$ cat src/rtl/serial_sub_pkg.sv
// Shared types and limits for the bit-serial subtractor.
package serial_sub_pkg;

  localparam int SERIAL_SUB_MAX_WIDTH = 32;

  typedef enum logic [1:0] {
    IDLE  = 2'd0,
    SHIFT = 2'd1,
    DONE  = 2'd2
  } state_t;

endpackage

$ cat src/rtl/full_subtractor.sv
// 1-bit full subtractor cell: x - y - z -> (diff, borrow).
module full_subtractor (
  input  logic x,
  input  logic y,
  input  logic z,
  output logic diff,
  output logic borrow
);

  assign diff   = x ^ y ^ z;
  assign borrow = (~x & y) | (~x & z) | (y & z);

endmodule

$ cat src/rtl/serial_subtractor.sv
// Bit-serial WIDTH-bit subtractor, diff = a - b - bin, LSB first, one bit per clk.
// Optional signed-overflow output enabled by defining SERIAL_SUB_OVF_EN.
//
// state | meaning
// IDLE  | waiting for start, last result held
// SHIFT | one operand bit pair consumed per cycle, busy=1
// DONE  | one-cycle done pulse, result valid; a new start is accepted here
module serial_subtractor
  import serial_sub_pkg::*;
#(
  parameter int WIDTH = 8
) (
  input  logic             clk,
  input  logic             rst,
  input  logic             start,
  input  logic [WIDTH-1:0] a,
  input  logic [WIDTH-1:0] b,
  input  logic             bin,
  output logic             busy,
  output logic             done,
  output logic [WIDTH-1:0] diff,
  output logic             borrow_out
`ifdef SERIAL_SUB_OVF_EN
  ,
  output logic             ovf
`endif
);

  // Counter is sized to hold WIDTH so it can never wrap inside an operation.
  localparam int CW = $clog2(WIDTH + 1);
  localparam logic [CW-1:0] LAST = CW'(WIDTH - 1);

  if (WIDTH < 1 || WIDTH > SERIAL_SUB_MAX_WIDTH) begin : g_width_check
    $error("serial_subtractor: WIDTH out of range");
  end

  state_t           state, state_nxt;
  logic [WIDTH-1:0] a_sr, b_sr;
  logic             brw;
  logic [CW-1:0]    cnt;
  logic             d, bo;
  logic             load, last;

  full_subtractor u_fs (
    .x      (a_sr[0]),
    .y      (b_sr[0]),
    .z      (brw),
    .diff   (d),
    .borrow (bo)
  );

  // State register.
  always_ff @(posedge clk) begin
    if (rst) state <= IDLE;
    else     state <= state_nxt;
  end

  // Next-state decode; start is only honoured outside SHIFT.
  always_comb begin
    state_nxt = state;
    load      = 1'b0;
    case (state)
      IDLE: begin
        if (start) begin
          load      = 1'b1;
          state_nxt = SHIFT;
        end
      end
      SHIFT: begin
        if (cnt == LAST) state_nxt = DONE;
      end
      DONE: begin
        if (start) begin
          load      = 1'b1;
          state_nxt = SHIFT;
        end else begin
          state_nxt = IDLE;
        end
      end
      default: state_nxt = IDLE;
    endcase
  end

  assign busy = (state == SHIFT);
  assign done = (state == DONE);
  assign last = (state == SHIFT) && (cnt == LAST);

  // Operand shift registers, borrow loop, counter and result register.
  always_ff @(posedge clk) begin
    if (rst) begin
      a_sr       <= '0;
      b_sr       <= '0;
      brw        <= 1'b0;
      cnt        <= '0;
      diff       <= '0;
      borrow_out <= 1'b0;
    end else if (load) begin
      a_sr       <= a;
      b_sr       <= b;
      brw        <= bin;
      cnt        <= '0;
      diff       <= '0;
      borrow_out <= 1'b0;
    end else if (state == SHIFT) begin
      // New bit enters at the MSB so the LSB-first result lands aligned after WIDTH shifts.
      diff <= (diff >> 1) | (WIDTH'(d) << (WIDTH - 1));
      a_sr <= a_sr >> 1;
      b_sr <= b_sr >> 1;
      brw  <= bo;
      cnt  <= cnt + 1'b1;
      if (last) borrow_out <= bo;
    end
  end

`ifdef SERIAL_SUB_OVF_EN
  logic a_msb, b_msb;

  // Operand MSBs are latched at load because the shift registers lose them.
  always_ff @(posedge clk) begin
    if (rst) begin
      a_msb <= 1'b0;
      b_msb <= 1'b0;
      ovf   <= 1'b0;
    end else if (load) begin
      a_msb <= a[WIDTH-1];
      b_msb <= b[WIDTH-1];
      ovf   <= 1'b0;
    end else if (last) begin
      ovf <= (a_msb != b_msb) && (d != a_msb);
    end
  end
`endif

endmodule
$ cat config.mk
export PLATFORM = sky130hd
export DESIGN_NAME = serial_subtractor
export DESIGN_NICKNAME = d
export VERILOG_FILES = /design/src/rtl/serial_sub_pkg.sv /design/src/rtl/full_subtractor.sv /design/src/rtl/serial_subtractor.sv
export SDC_FILE = /design/constraint.sdc
export NUM_CORES = 1
export LEC_CHECK = 0
export CAP_MARGIN = 20
export CORE_MARGIN = 3
export CORE_UTILIZATION = 48
export DETAILED_ROUTE_END_ITERATION = 10
export PLACE_DENSITY_LB_ADDON = 0.15
export SETUP_SLACK_MARGIN = 0.02
export SLEW_MARGIN = 20
export SYNTH_ARGS = -nofsm -noshare
export SYNTH_HDL_FRONTEND = slang
export SYNTH_HIERARCHICAL = 1
export SYNTH_SLANG_ARGS = --single-unit
$ cat constraint.sdc
create_clock -name clk -period 1.9 [get_ports clk]
set_clock_uncertainty 0.2 [all_clocks]
set_input_delay 0.38 -clock clk [delete_from_list [all_inputs] [get_ports clk]]
set_output_delay 0.38 -clock clk [all_outputs]
set_load 0.005 [all_outputs]
* After elaboration in Yosys (flattened, before gate mapping)
Cells that the tools add are included. Widths: inputs -> output; s select.
Operators by class: bitwise logic cells 9, $add $sub $neg 1, equal/unequal tests 5, reductions and logical operators 7, mux-type cells 12
Operator list (number):
- $mux 8 | 4
- $or 7x8->8 | 1
- $pmux 2 s3 | 1
- $mux 1 | 5
- $add 4x1->4 const B | 1
- $eq 4x3->1 const B | 1
- $mux 2 | 2
- $reduce_and 2->1 | 2
- $reduce_or 2->1 | 2
- $and 1x1->1 | 3
- $eq 2x1->1 const B | 1
- $eq 2x2->1 const B | 1
- $logic_not 2->1 | 1
- $ne 2x1->1 const B | 1
- $ne 2x2->1 const B | 1
- $or 1x1->1 | 2
- $reduce_bool 2->1 | 1
- $xor 1x1->1 | 2
- $logic_and 1x1->1 | 1
- $not 1->1 | 1
Storage, ports and cells: output and inout bits 11, word-level logic and storage cells 41, input bits 20, register bits after elaboration 32

* Longest topological paths before layout
Gate-level depths: netlist of the first run.
word-level depth 6, depth in mapped cells 5, depth with buffers taken out 5

* By module
The synthesis of the first run kept the hierarchy.
Modules (own cells, without submodules):
- serial_subtractor | cells an instance 148, sequential area each 640.6 um^2, area each 1267.5 um^2, times used 1
- full_subtractor | cells an instance 3, sequential area each 0.0 um^2, area each 27.5 um^2, times used 1

* Worst setup path before layout of the first run
Ideal clock, no wire load.
path kind register to output, start register state[1], end output busy, buffers on the path 1, arrival time 0.768 ns, required time 1.320 ns, setup slack 0.552 ns, cell stages (with the launch flop) 4, cells stage by stage dfxtp_1 > nand2b_2 > inv_2 > buf_4
On the way: word-level cells in the longest chain between the ends 1
RTL lines:
- start, declared | RTL line serial_subtractor.sv:37 | state_t state, state_nxt;
- start signal, assigned | RTL line serial_subtractor.sv:55 | else state <= state_nxt;
- $eq 2x1->1 | RTL line serial_subtractor.sv:84 | assign busy = (state == SHIFT);
- end, declared | RTL line serial_subtractor.sv:19 | output logic busy,
No other way between the ends.

* Worst setup path after layout of the first run
start register diff[6], end output diff[6]
RTL lines:
- start, declared | RTL line serial_subtractor.sv:21 | output logic [WIDTH-1:0] diff,
- start signal, assigned | RTL line serial_subtractor.sv:106 | diff <= (diff >> 1) | (WIDTH'(d) << (WIDTH - 1));
No word-level cell between the ends.

==> results of run 1 <==
worst max-delay path by stage:
stage              from      end  slack (ns)  depth (start not counted)
3_5_place_dp      start  b_sr[7]        0.11                          5
6_report        diff[6]  diff[6]        0.10                          1
4_1_cts        state[0]     done        0.02                          2
3_3_place_gp      start  b_sr[7]        0.13                          5
2_1_floorplan  state[1]     busy        0.55                          3
5_1_grt         diff[3]  diff[3]        0.05                          1
worst min-delay path, stage by stage, from the launching register on:
cell                      delay (ns)
sky130_fd_sc_hd__dfxtp_1        0.32
sky130_fd_sc_hd__nand2_1        0.05
sky130_fd_sc_hd__a21oi_1        0.05
per-stage QoR:
stage	cells	util
floorplan	151	-
global placement	205	0.6344
detailed placement	205	0.6344
CTS	213	0.6592
global route	213	0.6602
finish	213	0.6602
state kept, by name (all words and copies together) (netlist names):
signal	flops
a_sr	8
cnt	4
state	2
diff	8
b_sr	8
borrow_out	1
brw	1
placed cells by master (no fill, tap or decap), types with 2 or more instances in the layout:
| cell type | n |
|---|---|
| sky130_fd_sc_hd__dfxtp_1 | 30 |
| sky130_fd_sc_hd__clkdlybuf4s50_1 | 28 |
| sky130_fd_sc_hd__nand2_1 | 26 |
| sky130_fd_sc_hd__nor3_1 | 19 |
| sky130_fd_sc_hd__a21oi_1 | 15 |
| sky130_fd_sc_hd__o22ai_1 | 9 |
| sky130_fd_sc_hd__nand3_1 | 6 |
| sky130_fd_sc_hd__buf_4 | 6 |
| sky130_fd_sc_hd__clkbuf_4 | 5 |
| sky130_fd_sc_hd__o21ai_0 | 4 |
| sky130_fd_sc_hd__nor2_1 | 3 |
| sky130_fd_sc_hd__inv_1 | 3 |
| sky130_fd_sc_hd__a22oi_1 | 3 |
| sky130_fd_sc_hd__a31oi_1 | 3 |
| sky130_fd_sc_hd__nor2b_1 | 2 |
| sky130_fd_sc_hd__nand3b_1 | 2 |
| sky130_fd_sc_hd__clkinv_2 | 2 |
| sky130_fd_sc_hd__dfxtp_2 | 2 |
layer usage:
metal,track usage,share of wire
met5,0,0
met4,0.06954,0.010
met3,0.06013,0.075
met2,0.2871,0.48
met1,0.2318,0.44
cell type report:
type | instances | share of cell area
Tap cell | 30 | 0.02254
Timing Repair Buffer | 36 | 0.2081
Sequential cell | 32 | 0.3862
Clock inverter | 2 | 0.006011
Inverter | 4 | 0.009016
Multi-Input combinational cell | 103 | 0.3373
Clock buffer | 6 | 0.03080
cells by family after synthesis:
group	after synthesis	synth area share
and+or+nand+nor	62	0.2261
AOI/OAI and AO/OA	36	0.1614
DFF	32	0.4947
buffers and inverters	16	0.07149
xor gates and xnor gates	2	0.01353
adders and majority gates	2	0.02512
muxes	1	0.007730
what timing repair did:
| action | CTS | global route |
|---|---|---|
| cloned | 0 | 0 |
| hold endpoints to repair | 0 | 0 |
| resized for setup | 3 | 1 |
| endpoints found under the setup margin | 2 | 1 |
| hold buffers | 0 | 0 |
power groups by stage:
stage                     registers, mW  clock network, mW  logic (mW)
after floorplan                   0.742                  0       0.138
after global placement            0.746                  0       0.200
after detailed placement          0.748                  0       0.204
after CTS                         0.733              0.412       0.204
after global routing              0.738              0.438       0.230
final                             0.733              0.406       0.205
==> out/qor.yml, run 1 <==
critical_path:
  r2r_start: "state[1]"
  setup.worst_path.class: "reg -> out"
  worst-endpoint-required_ns: 1.32
  critical-path-max-stage-delay_ns: 0.51
  crit-reg2reg-capture: "cnt[3]"
  worst_setup_path_end_kind: "primary output"
  critical-path-top-delay-family: "buffers and inverters"
  critical_path.max_fanout: 3
  crit_chain: "clkdlybuf4s50_1"
  slowest_stage: "sky130_fd_sc_hd__clkdlybuf4s50_1"
  worstPathArrival_ns: 1.22
  timing.critical_path.buf_inv: 1
  reg2reg_depth: 4
  r2r_setup_slack_ns: 0.39
  timing.critical_path.from_type: "flop"
die:
  dieWidth_um: 57.94
  initial_utilization: 0.5134
  die_height_um: 57.94
  placementRows: 18
  core_um2: 2522
  ios: 31
  die_area_um2: 3357
sta:
  grt_setup_unrepaired: "false"
  worstMarginPinSlew_ns: 0.3843
  finalCritPeriodShare: 0.9461
  setup_total_negative_slack_ns: 0
  worst_hold_slack_ns: 0.2633
  timing.final.max_slew_violations: 0
  hold_violations: 0
  slew_headroom: 0.7432
  setup-violations-final: 0
  setup_ws_ns: 0.1024
  achievable-frequency_mhz: 556.3
  period_minus_slack_ns: 1.798
power:
  total_power_mw: 1.343
  power.internal_mw: 0.9840
  netSwitchingFraction: 0.2674
  power_density_nw_per_um2: 806.6
  net-switching-power_mw: 0.3593
  worst_ir_drop_vdd_mv: 0.5990
  share_comb_of_total_power: 0.152
  static-leakage-power_nw: 0.6157
  power_frac_clock: 0.302
  seq_power_share: 0.545
hold_path:
  timing.hold.worst.start: "diff[0]"
  min_path_type: "reg -> reg"
  timing.hold.worst_endpoint: "diff[0]"
  hold_path_depth: 2
cts:
  clk_pin_slew_ns: 0.09
  clock_insertion_delay_worst_skew_ns: 0.33
  clk_root_buffer_cell: "sky130_fd_sc_hd__clkbuf_4"
  clock_sinks: 32
  cts_made_buffers: 5
  htree_levels: 2
  cts_tree: "done"
  ctsLongestPathBuffers: 2
  cts_setup_buffers: 0
finish:
  n_antenna_cell: 0
  area.sequential_um2: 643.1
  area.growth.synth_to_final_pct: 28.60
  finalNetCount: 204
  post_route_cells_drive_above_1_share: 0.1038
  multi_input_comb_area_um2: 561.8
  n_fill_cell: 226
  stdcell_area_um2: 1665
synthesis:
  synth_area_leader_cell: "sky130_fd_sc_hd__dfxtp_1"
  yosys_register_bits: 32
  yosys-top-cells-count: "32 x sky130_fd_sc_hd__dfxtp_1, 26 x sky130_fd_sc_hd__nand2_1, 19 x sky130_fd_sc_hd__nor3_1"
  synth_edf_count: 0
  post_synth_main_area_contributors: "sky130_fd_sc_hd__dfxtp_1 49%, sky130_fd_sc_hd__nand2_1 7.5%, sky130_fd_sc_hd__nor3_1 7.3%"
  synth_cell_types: 29
  post_synthesis_net_count: 173
  dominantRegCellSynth: "sky130_fd_sc_hd__dfxtp_1"
  yosysMostFrequentCell: "sky130_fd_sc_hd__dfxtp_1"
  post_synth_instance_area_um2: 1295
  yosys_top_cell_area_share: 0.4947
  seq_area_frac_synth: 0.4947
  postSynthCellCount: 151
  synth-async-reset-ratio: 0
  yosys_warnings: 6
  post_synth.cell_area_avg_um2: 8.576
drt:
  drcViolationCount: 0
  drt_pre_antenna_iters: 5
  postRouteAntennaNets: 0
  totalWireLength_um: 2797
  via_per_inst: 5.521
  drt_iter0_drc: 38
  via_count: 1176
  detail_route.wl_per_cell_um: 13.13
flow_run:
  timing.max_cap.violations: 0
global_routing:
  grt_util_overall: 0.1823
  grt_max_degree: 31
  number_of_global_route_vias_before_repair: 1043
  grt_antenna_before_repair: 0
  globalRoute.totalOverflow: 0
  global_route_wire_length_before_repair_um: 4685
place:
  port_buffers: 30
  dp.final_hpwl_um: 1899
  pre_cts_slack_ns: 0.1121
  dpl-instance-area_um2: 1600
  gp_congestion: 0.7310
status:
  run_status: "finished, final reports clean"
No activity file was read; power rests on OpenSTA's default activity.
==> inputs of run 2 (changes only) <==
Settings changed: PLACE_DENSITY from default to 0.78, PLACE_DENSITY_LB_ADDON 0.15 to default.
==> run 2 against run 1 <==
- count of clock-buffer cells in the layout rose by 2
- sequential cell count stayed put
- utilization is 0.50 points higher
- global-route usage grew 0.45 points
- setup slack better by 0.021 ns
==> out/qor.yml, run 2 (synthesis results as in run 1) <==
sta:
  grt_setup_unrepaired: "false"  # unchanged
  setup_total_negative_slack_ns: 0  # unchanged
  worst_hold_slack_ns: 0.2722  # was 0.2633 ns
  slew_headroom: 0.7450  # was 0.7432
  achievable-frequency_mhz: 562.8  # was 556.3 MHz
  setup_ws_ns: 0.1231  # was 0.1024 ns
  worstMarginPinSlew_ns: 0.3816  # was 0.3843 ns
  hold_violations: 0  # unchanged
  setup-violations-final: 0  # unchanged
  timing.final.max_slew_violations: 0  # unchanged
  period_minus_slack_ns: 1.777  # was 1.798 ns
  finalCritPeriodShare: 0.9352  # was 0.9461
finish:
  n_antenna_cell: 0  # unchanged
  layout_commonest_cell: "sky130_fd_sc_hd__dfxtp_1"  # unchanged
  area.sequential_um2: 641.9  # was 643.1 µm²
  multi_input_comb_area_um2: 561.8  # unchanged
  area.growth.synth_to_final_pct: 29.57  # was 28.60%
  finalCoreUtilization: 0.6652  # was 0.6602
  largest_registers: "a_sr x8, b_sr x8, diff x8"  # unchanged
  stdcell_area_um2: 1678  # was 1665 µm²
  finalNetCount: 205  # was 204
  n_fill_cell: 227  # was 226
  post_route_cells_drive_above_1_share: 0.09239  # was 0.1038
  mostFrequentLayoutCells: "31 x sky130_fd_sc_hd__dfxtp_1, 28 x sky130_fd_sc_hd__clkdlybuf4s50_1, 26 x sky130_fd_sc_hd__nand2_1, 19 x sky130_fd_sc_hd__nor3_1, 15 x sky130_fd_sc_hd__a21oi_1"  # was 30 x sky130_fd_sc_hd__dfxtp_1, 28 x sky130_fd_sc_hd__clkdlybuf4s50_1, 26 x sky130_fd_sc_hd__nand2_1, 19 x sky130_fd_sc_hd__nor3_1, 15 x sky130_fd_sc_hd__a21oi_1
global_routing:
  grt_util_overall: 0.1868  # was 0.1823
  number_of_global_route_vias_before_repair: 1126  # was 1043
  globalRoute.totalOverflow: 0  # unchanged
  global_route_wire_length_before_repair_um: 4830  # was 4685 µm
  grt_antenna_before_repair: 0  # unchanged
  grt_max_degree: 31  # unchanged
cts:
  clock_insertion_delay_worst_skew_ns: 0.32  # was 0.33 ns
  clk_root_buffer_cell: "sky130_fd_sc_hd__clkbuf_4"  # unchanged
  clock_sinks: 32  # unchanged
  ctsLongestPathBuffers: 2  # unchanged
  cts_setup_buffers: 0  # unchanged
  cts_tree: "done"  # unchanged
  clk_pin_slew_ns: 0.09  # about the same
  cts_made_buffers: 5  # unchanged
  htree_levels: 2  # unchanged
die:
  die_area_um2: 3357  # unchanged
  dieWidth_um: 57.94  # unchanged
  placementRows: 18  # unchanged
  initial_utilization: 0.5134  # unchanged
  core_um2: 2522  # unchanged
  ios: 31  # unchanged
  die_height_um: 57.94  # unchanged
critical_path:
  timing.critical_path.buf_inv: 1  # unchanged
  reg2reg_depth: 4  # unchanged
  worstPathArrival_ns: 1.20  # was 1.22 ns
  critical-path-top-delay-family: "buffers and inverters"  # unchanged
  crit_chain: "clkdlybuf4s50_1"  # unchanged
  critical_path_depth: 1  # unchanged
  worst_setup_path_end_kind: "primary output"  # unchanged
  critical-path-max-stage-delay_ns: 0.51  # about the same
  timing.critical_path.from_type: "flop"  # unchanged
  slowest_stage: "sky130_fd_sc_hd__clkdlybuf4s50_1"  # unchanged
  setup.worst_path.class: "reg -> out"  # unchanged
  worst-endpoint-required_ns: 1.32  # about the same
  critical_path.max_fanout: 3  # unchanged
drt:
  detail_route.wl_per_cell_um: 12.86  # was 13.13 µm
  drcViolationCount: 0  # unchanged
  totalWireLength_um: 2752  # was 2797 µm
  via_per_inst: 5.435  # was 5.521
  drt_pre_antenna_iters: 4  # was 5
  drt_iter0_drc: 38  # unchanged
  postRouteAntennaNets: 0  # unchanged
  via_count: 1163  # was 1176
power:
  share_comb_of_total_power: 0.157  # was 0.152
  netSwitchingFraction: 0.2558  # was 0.2674
  static-leakage-power_nw: 0.6047  # was 0.6157 nW
  power.internal_mw: 0.9962  # was 0.9840 mW
  power_frac_clock: 0.296  # was 0.302
  power_density_nw_per_um2: 797.8  # was 806.6 nW/µm²
  seq_power_share: 0.547  # was 0.545
  worst_ir_drop_vdd_mv: 0.6097  # was 0.5990 mV
  net-switching-power_mw: 0.3424  # was 0.3593 mW
place:
  pre_cts_slack_ns: 0.05828  # was 0.1121 ns
  gp_congestion: 0.7002  # was 0.7310
  dpl-instance-area_um2: 1620  # was 1600 µm²
  port_buffers: 30  # unchanged
  dp.final_hpwl_um: 1955  # was 1899 µm
flow_run:
  timing.max_cap.violations: 0  # unchanged
status:
  run_status: "finished, final reports clean"  # unchanged
hold_path:
  min_path_type: "reg -> reg"  # unchanged
  hold_path_depth: 2  # unchanged
run 2: stage by stage:
stage,total power [mW],cells
after floorplan,0.8803,151
after global placement,0.9505,206
after detailed placement,0.9596,206
after CTS,1.353,214
after global routing,1.412,214
final,1.339,214
run 2: final cells by class:
cell class | count | share of cell area
repair buffers | 37 | 0.2163
clock buffers | 8 | 0.03505
flip-flops and latches | 32 | 0.3826
inverters | 4 | 0.008949
well taps | 30 | 0.02237
multi-input cells | 103 | 0.3348
run 2: metal layers:
layer  vias up  global-route usage  routed length [µm]  share of wire
li1        591                   -                   -              -
met1       535              0.2159                1200           0.44
met2        31              0.3226                1349           0.49
met3         6             0.06013                 165          0.060
met4         0             0.06623                  37          0.013
met5         -                   0                   0              0
run 2: worst paths after layout:
path | slack (ns) | end | startpoint
worst max-delay path | 0.12 | diff[7] | diff[7]
worst min-delay path | 0.27 | diff[0] | diff[0]
worst max register to register | 0.39 | cnt[3] | state[1]
worst min register to register | 0.27 | diff[0] | diff[0]
run 2: power by group through the flow:
stage	logic [mW]	registers [mW]	clock network, mW
6_report	0.210	0.732	0.397
5_1_grt	0.235	0.737	0.441
4_1_cts	0.212	0.732	0.409
3_5_place_dp	0.212	0.747	0
3_3_place_gp	0.205	0.745	0
2_1_floorplan	0.138	0.742	0
run 2: timing repair:
| item | 4_1_cts | 5_1_grt |
|---|---|---|
| resized for setup | 3 | 0 |
| hold buffers | 0 | 0 |
| endpoints found under the setup margin | 2 | 0 |
==> inputs of run 3 (changes only) <==
Settings changed: CORE_UTILIZATION 48 to 50, PLACE_DENSITY 0.78 to 0.8.
Clock period 1.9 ns to 2.1 ns, I/O delays scaled along.
==> run 3 against run 2 <==
- die area down 3.6%
- sequential power is 9.3% lower
- critical path type unchanged
- count of clock-buffer cells in the layout fell by 2
==> out/qor.yml, run 3 (synthesis results as in run 1) <==
status:
  run_status: "finished, final reports clean"  # unchanged
die:
  dieWidth_um: 56.89  # was 57.94 µm
  initial_utilization: 0.5535  # was 0.5134
  die_height_um: 56.89  # was 57.94 µm
  ios: 31  # unchanged
  core_um2: 2340  # was 2522 µm²
  placementRows: 17  # was 18
  die_area_um2: 3236  # was 3357 µm²
critical_path:
  reg2reg_depth: 4  # unchanged
  setup.worst_path.class: "reg -> out"  # unchanged
  worst-endpoint-required_ns: 1.48  # was 1.32 ns
  r2r_start: "state[1]"  # unchanged
  critical-path-max-stage-delay_ns: 0.50  # was 0.51 ns
  slowest_stage: "sky130_fd_sc_hd__clkdlybuf4s50_1"  # unchanged
  timing.critical_path.from_type: "flop"  # unchanged
  critical_path.max_fanout: 3  # unchanged
  crit_chain: "nor2b_1 -> clkdlybuf4s50_1"  # was clkdlybuf4s50_1
  crit-reg2reg-capture: "cnt[3]"  # unchanged
  worstPathArrival_ns: 1.31  # was 1.20 ns
  r2r_setup_slack_ns: 0.58  # was 0.39 ns
  worst_setup_path_end_kind: "primary output"  # unchanged
cts:
  cts_tree: "done"  # unchanged
  clk_pin_slew_ns: 0.09  # about the same
  cts_made_buffers: 5  # unchanged
  clk_root_buffer_cell: "sky130_fd_sc_hd__clkbuf_4"  # unchanged
  ctsLongestPathBuffers: 2  # unchanged
  htree_levels: 2  # unchanged
  clock_insertion_delay_worst_skew_ns: 0.33  # was 0.32 ns
  clock_sinks: 32  # unchanged
  post_cts_hold_buffer_count: 0  # unchanged
sta:
  worst_hold_slack_ns: 0.2676  # was 0.2722 ns
  worstMarginPinSlew_ns: 0.3852  # was 0.3816 ns
  setup_ws_ns: 0.1695  # was 0.1231 ns
  slew_headroom: 0.7426  # was 0.7450
  period_minus_slack_ns: 1.930
  grt_setup_unrepaired: "false"  # unchanged
  setup-violations-final: 0  # unchanged
  hold_violations: 0  # unchanged
  finalCritPeriodShare: 0.9193
  achievable-frequency_mhz: 518.0
  setup_total_negative_slack_ns: 0  # unchanged
  timing.final.max_slew_violations: 0  # unchanged
global_routing:
  grt_max_degree: 31  # unchanged
  grt_antenna_before_repair: 0  # unchanged
  globalRoute.totalOverflow: 0  # unchanged
  grt_util_overall: 0.1883  # was 0.1868
  global_route_wire_length_before_repair_um: 4747  # was 4830 µm
  number_of_global_route_vias_before_repair: 1145  # was 1126
finish:
  n_fill_cell: 194  # was 227
  layout.cells.non_filler: 211  # was 214
  stdcell_area_um2: 1678  # unchanged
  area.growth.synth_to_final_pct: 29.57  # unchanged
  post_route_cells_drive_above_1_share: 0.09290  # was 0.09239
  largest_registers: "a_sr x8, b_sr x8, diff x8"  # unchanged
  layout_commonest_cell: "sky130_fd_sc_hd__dfxtp_1"  # unchanged
  finalCoreUtilization: 0.7171  # was 0.6652
  n_antenna_cell: 0  # unchanged
  mostFrequentLayoutCells: "31 x sky130_fd_sc_hd__dfxtp_1, 29 x sky130_fd_sc_hd__clkdlybuf4s50_1, 26 x sky130_fd_sc_hd__nand2_1, 19 x sky130_fd_sc_hd__nor3_1, 15 x sky130_fd_sc_hd__a21oi_1"  # was 31 x sky130_fd_sc_hd__dfxtp_1, 28 x sky130_fd_sc_hd__clkdlybuf4s50_1, 26 x sky130_fd_sc_hd__nand2_1, 19 x sky130_fd_sc_hd__nor3_1, 15 x sky130_fd_sc_hd__a21oi_1
  finalNetCount: 204  # was 205
drt:
  totalWireLength_um: 2812  # was 2752 µm
  detail_route.wl_per_cell_um: 13.33  # was 12.86 µm
  postRouteAntennaNets: 0  # unchanged
  via_per_inst: 5.773  # was 5.435
  drcViolationCount: 0  # unchanged
  drt_pre_antenna_iters: 5  # was 4
  drt_iter0_drc: 27  # was 38
  via_count: 1218  # was 1163
hold_path:
  timing.hold.worst_endpoint: "diff[0]"  # unchanged
  timing.hold.worst.start: "diff[0]"  # unchanged
  hold_path_depth: 2  # unchanged
  min_path_type: "reg -> reg"  # unchanged
power:
  power_density_nw_per_um2: 776.2  # was 797.8 nW/µm²
  power_frac_clock: 0.347  # was 0.296
  worst_ir_drop_vdd_mv: 0.9264  # was 0.6097 mV
  total_power_mw: 1.302  # was 1.339 mW
  static-leakage-power_nw: 0.6112  # was 0.6047 nW
  power.internal_mw: 0.9818  # was 0.9962 mW
  netSwitchingFraction: 0.2461  # was 0.2558
  share_comb_of_total_power: 0.143  # was 0.157
  seq_power_share: 0.510  # was 0.547
  net-switching-power_mw: 0.3205  # was 0.3424 mW
flow_run:
  timing.max_cap.violations: 0  # unchanged
place:
  place_inst: 203  # was 206
  dpl-instance-area_um2: 1598  # was 1620 µm²
  gp_congestion: 0.7724  # was 0.7002
  dp.final_hpwl_um: 1934  # was 1955 µm
  pre_cts_slack_ns: 0.2431  # was 0.05828 ns
  port_buffers: 30  # unchanged
[run 3: cell count changes in the layout (fill, tap and decap cells not counted), sizes merged]
cell           previous run  this run
clkdlybuf4s50            28        29
bufinv                    0         1
clkbuf                    8         6
buf                       7         6
dlymetal6s2s              0         1
clkinv                    0         1
dlygate4sd2               2         0
[run 3: worst max-delay path, delay by kind of cell, from the launching register on]
kind / cells / cell delay (ns)
buffers and inverters: 1 / 0.50
DFF: 1 / 0.35
and+or+nand+nor: 1 / 0.13
[run 3: how the worst max path moves through the flow]
stage	slack, ns	startpoint	to	cells after the start
global placement	0.30	start	b_sr[7]	5
floorplan	0.71	state[1]	busy	3
CTS	0.06	state[0]	busy	3
detailed placement	0.24	start	b_sr[5]	5
global route	0.07	state[1]	done	2
finish	0.17	state[1]	done	2
[run 3: power groups by stage]
stage | Sequential [mW] | Clock [mW] | Combinational [mW]
floorplan | 0.671 | 0 | 0.125
finish | 0.664 | 0.452 | 0.186
CTS | 0.664 | 0.464 | 0.187
detailed placement | 0.677 | 0 | 0.185
global placement | 0.675 | 0 | 0.180
global route | 0.669 | 0.497 | 0.206
[run 3: per-layer routing]
metal,track usage,share of wire
met4,0.09934,0.019
met3,0.08506,0.069
met1,0.1978,0.43
met5,0,0
met2,0.3116,0.48
[run 3: timing repair]
item / CTS / global route
gates resized for setup: 0 / 2
setup endpoints to repair: 0 / 1
setup buffers: 0 / 0
[run 3: area by class of cell]
cell class / instances / area (µm²) / share of cell area
multi-input combinational: 103 / 561.8 / 0.3348
clock inverter: 2 / 35.03 / 0.02088
timing repair buffer: 36 / 347.8 / 0.2073
inverter: 4 / 15.01 / 0.008949
sequential: 32 / 641.9 / 0.3826
clock buffer: 6 / 41.29 / 0.02461
tap: 28 / 35.03 / 0.02088
==> patch (settings of run 3) <==
The parameter `WIDTH` goes from 8 to 4.
--- a/src/rtl/serial_subtractor.sv
+++ b/src/rtl/serial_subtractor.sv
@@ -8,7 +8,7 @@
 module serial_subtractor
   import serial_sub_pkg::*;
 #(
-  parameter int WIDTH = 8
+  parameter int WIDTH = 4
 ) (
   input  logic             clk,
   input  logic             rst,
Ports: changed (resized a, b and diff); port bits go from 31 to 19. The function was not compared with the original's and may differ.
==> patch against run 3 <==
- design area fell by 38%
- synthesized cell count shrank 40%
- combinational power fell by 31%
- setup slack worse by 0.026 ns
- via count down 44%
- area after synthesis decreased by 38%
- sequential cell count down 13
- register-to-register slack improved by 0.14 ns
- power fell by 46%
- routed wire length fell by 42%
==> patch: results (changes against run 3) <==
stage,metric,value,unit,change
outcome,status,"finished, final reports clean",,unchanged
clock_network,cts_made_buffers,3,,was 5
finish,fin_nets,127,,was 204
worst_hold_path,hold_start,borrow_out,,was diff[0]
routing,drtIter0Drc,6,,was 27
power,ir_worst_vdd,0.000629,V,was 0.000926 V
timing,worst_slew_pin_slew,0.334,ns,was 0.385 ns
critical_path,r2r_slack,0.72,ns,was 0.58 ns
critical_path,reg2reg_depth,5,,was 4
critical_path,worstReg2RegEnd,b_sr[2],,was cnt[3]
critical_path,path_max_fanout,4,,was 3
clock_network,clkLatencyLatePin,0.30,ns,was 0.33 ns
logic_synthesis,synthCells,90,,was 151
logic_synthesis,ys_top_cells_by_area,"dfxtp_1 (47%), nand2_1 (7.0%), nor3_1 (6.2%)",,"was dfxtp_1 (49%), nand2_1 (7.5%), nor3_1 (7.3%)"
critical_path,crit_path_end,busy,,was done
logic_synthesis,ys_seq_area_frac,0.471,,was 0.495
global_routing,grt_max_degree,19,,was 31
routing,drt_first_pass_iters,4,,was 5
worst_hold_path,min_path_cells,2,,unchanged
timing,layout_min_cycle_time,1.96,ns,was 1.93 ns
finish,diodes,0,,unchanged
finish,num-fill-cells,107,,was 194
clock_network,htree_levels,1,,was 2
worst_hold_path,min_to,borrow_out,,was diff[0]
power,leakagePower,0.385,nW,was 0.611 nW
placement,place_area,1010,um^2,was 1600 um^2
finish,layout-drive-gt1-share,0.135,,was 0.0929
placement,dp_cells,122,,was 203
routing,wire_per_inst,13.0,um,was 13.3 um
logic_synthesis,synthTopCellsByCount,"dfxtp_1 (19), nand2_1 (15), nor3_1 (10)",,"was dfxtp_1 (32), nand2_1 (26), nor3_1 (19)"
logic_synthesis,syn_nets,105,,was 173
placement,gp_congestion,0.762,,was 0.772
placement,io_buffer_count,18,,was 30
finish,largest_registers,"a_sr: 4 flops, b_sr: 4 flops, diff: 4 flops",,"was a_sr: 8 flops, b_sr: 8 flops, diff: 8 flops"
finish,finalNonFillerCells,126,,was 211
logic_synthesis,yosys.cell_types.count,25,,was 29
global_routing,track_usage,0.181,,was 0.188
placement,dp_hpwl,1.21,mm,was 1.93 mm
global_routing,grt_pass1_wl,2.65,mm,was 4.75 mm
routing,vias_per_cell,5.44,,was 5.77
global_routing,antenna_found_initial,0,,unchanged
global_routing,grt_pass1_vias,621,,was 1145
placement,pre_cts_slack,0.354,ns,was 0.243 ns
[patch: cell type report]
class                   count  area, um^2  share of cell area
clock buffers               3        22.5              0.0217
multi-input cells          61         377               0.362
clock inverters             1        5.00             0.00481
well taps                  15        18.8              0.0181
flip-flops and latches     19         382               0.367
inverters                   4        17.5              0.0168
repair buffers             23         218               0.209
[patch: critical path, stage by stage (launching register included)]
cell	delay (ns)
dfxtp_1	0.34
nand2b_4	0.17
inv_4	0.05
clkdlybuf4s50_1	0.48
[patch: what timing repair did]
item,in CTS,in global routing
gates resized for setup,0,2
endpoints found under the setup margin,0,1
setup buffers,0,0
[patch: kinds of logic (layout without fill, tap and decap cells)]
logic type / Yosys count / after routing / share of synthesized area
AND/OR/NAND/NOR: 39 / 39 / 0.223
flip-flops: 19 / 19 / 0.471
multiplexers: 2 / 2 / 0.0248
adder cells (fa/ha/maj): 3 / 3 / 0.0558
AO/OA/AOI/OAI: 16 / 16 / 0.146
buffers and inverters: 10 / 31 / 0.0682
XOR/XNOR: 1 / 1 / 0.0109
[patch: report_power, final]
part	switching (mW)	total (mW)	internal [mW]
Sequential	0.0141	0.396	0.382
Clock	0.113	0.184	0.0710
Combinational	0.0627	0.128	0.0658
[patch: stage by stage]
stage | hold WS (ns) | power [mW] | util
after floorplan | 0.240 | 0.483 | -
after global placement | 0.242 | 0.526 | 0.719
after detailed placement | 0.249 | 0.530 | 0.719
after CTS | 0.264 | 0.710 | 0.739
after global routing | 0.285 | 0.743 | 0.743
final | 0.260 | 0.708 | 0.743
[patch: layer usage]
metal	part of all wire	vias to the layer above	track usage
li1	-	350	-
met2	0.44	23	0.280
met1	0.47	307	0.224
met4	0.023	0	0.102
met3	0.073	5	0.0469
met5	0	-	0
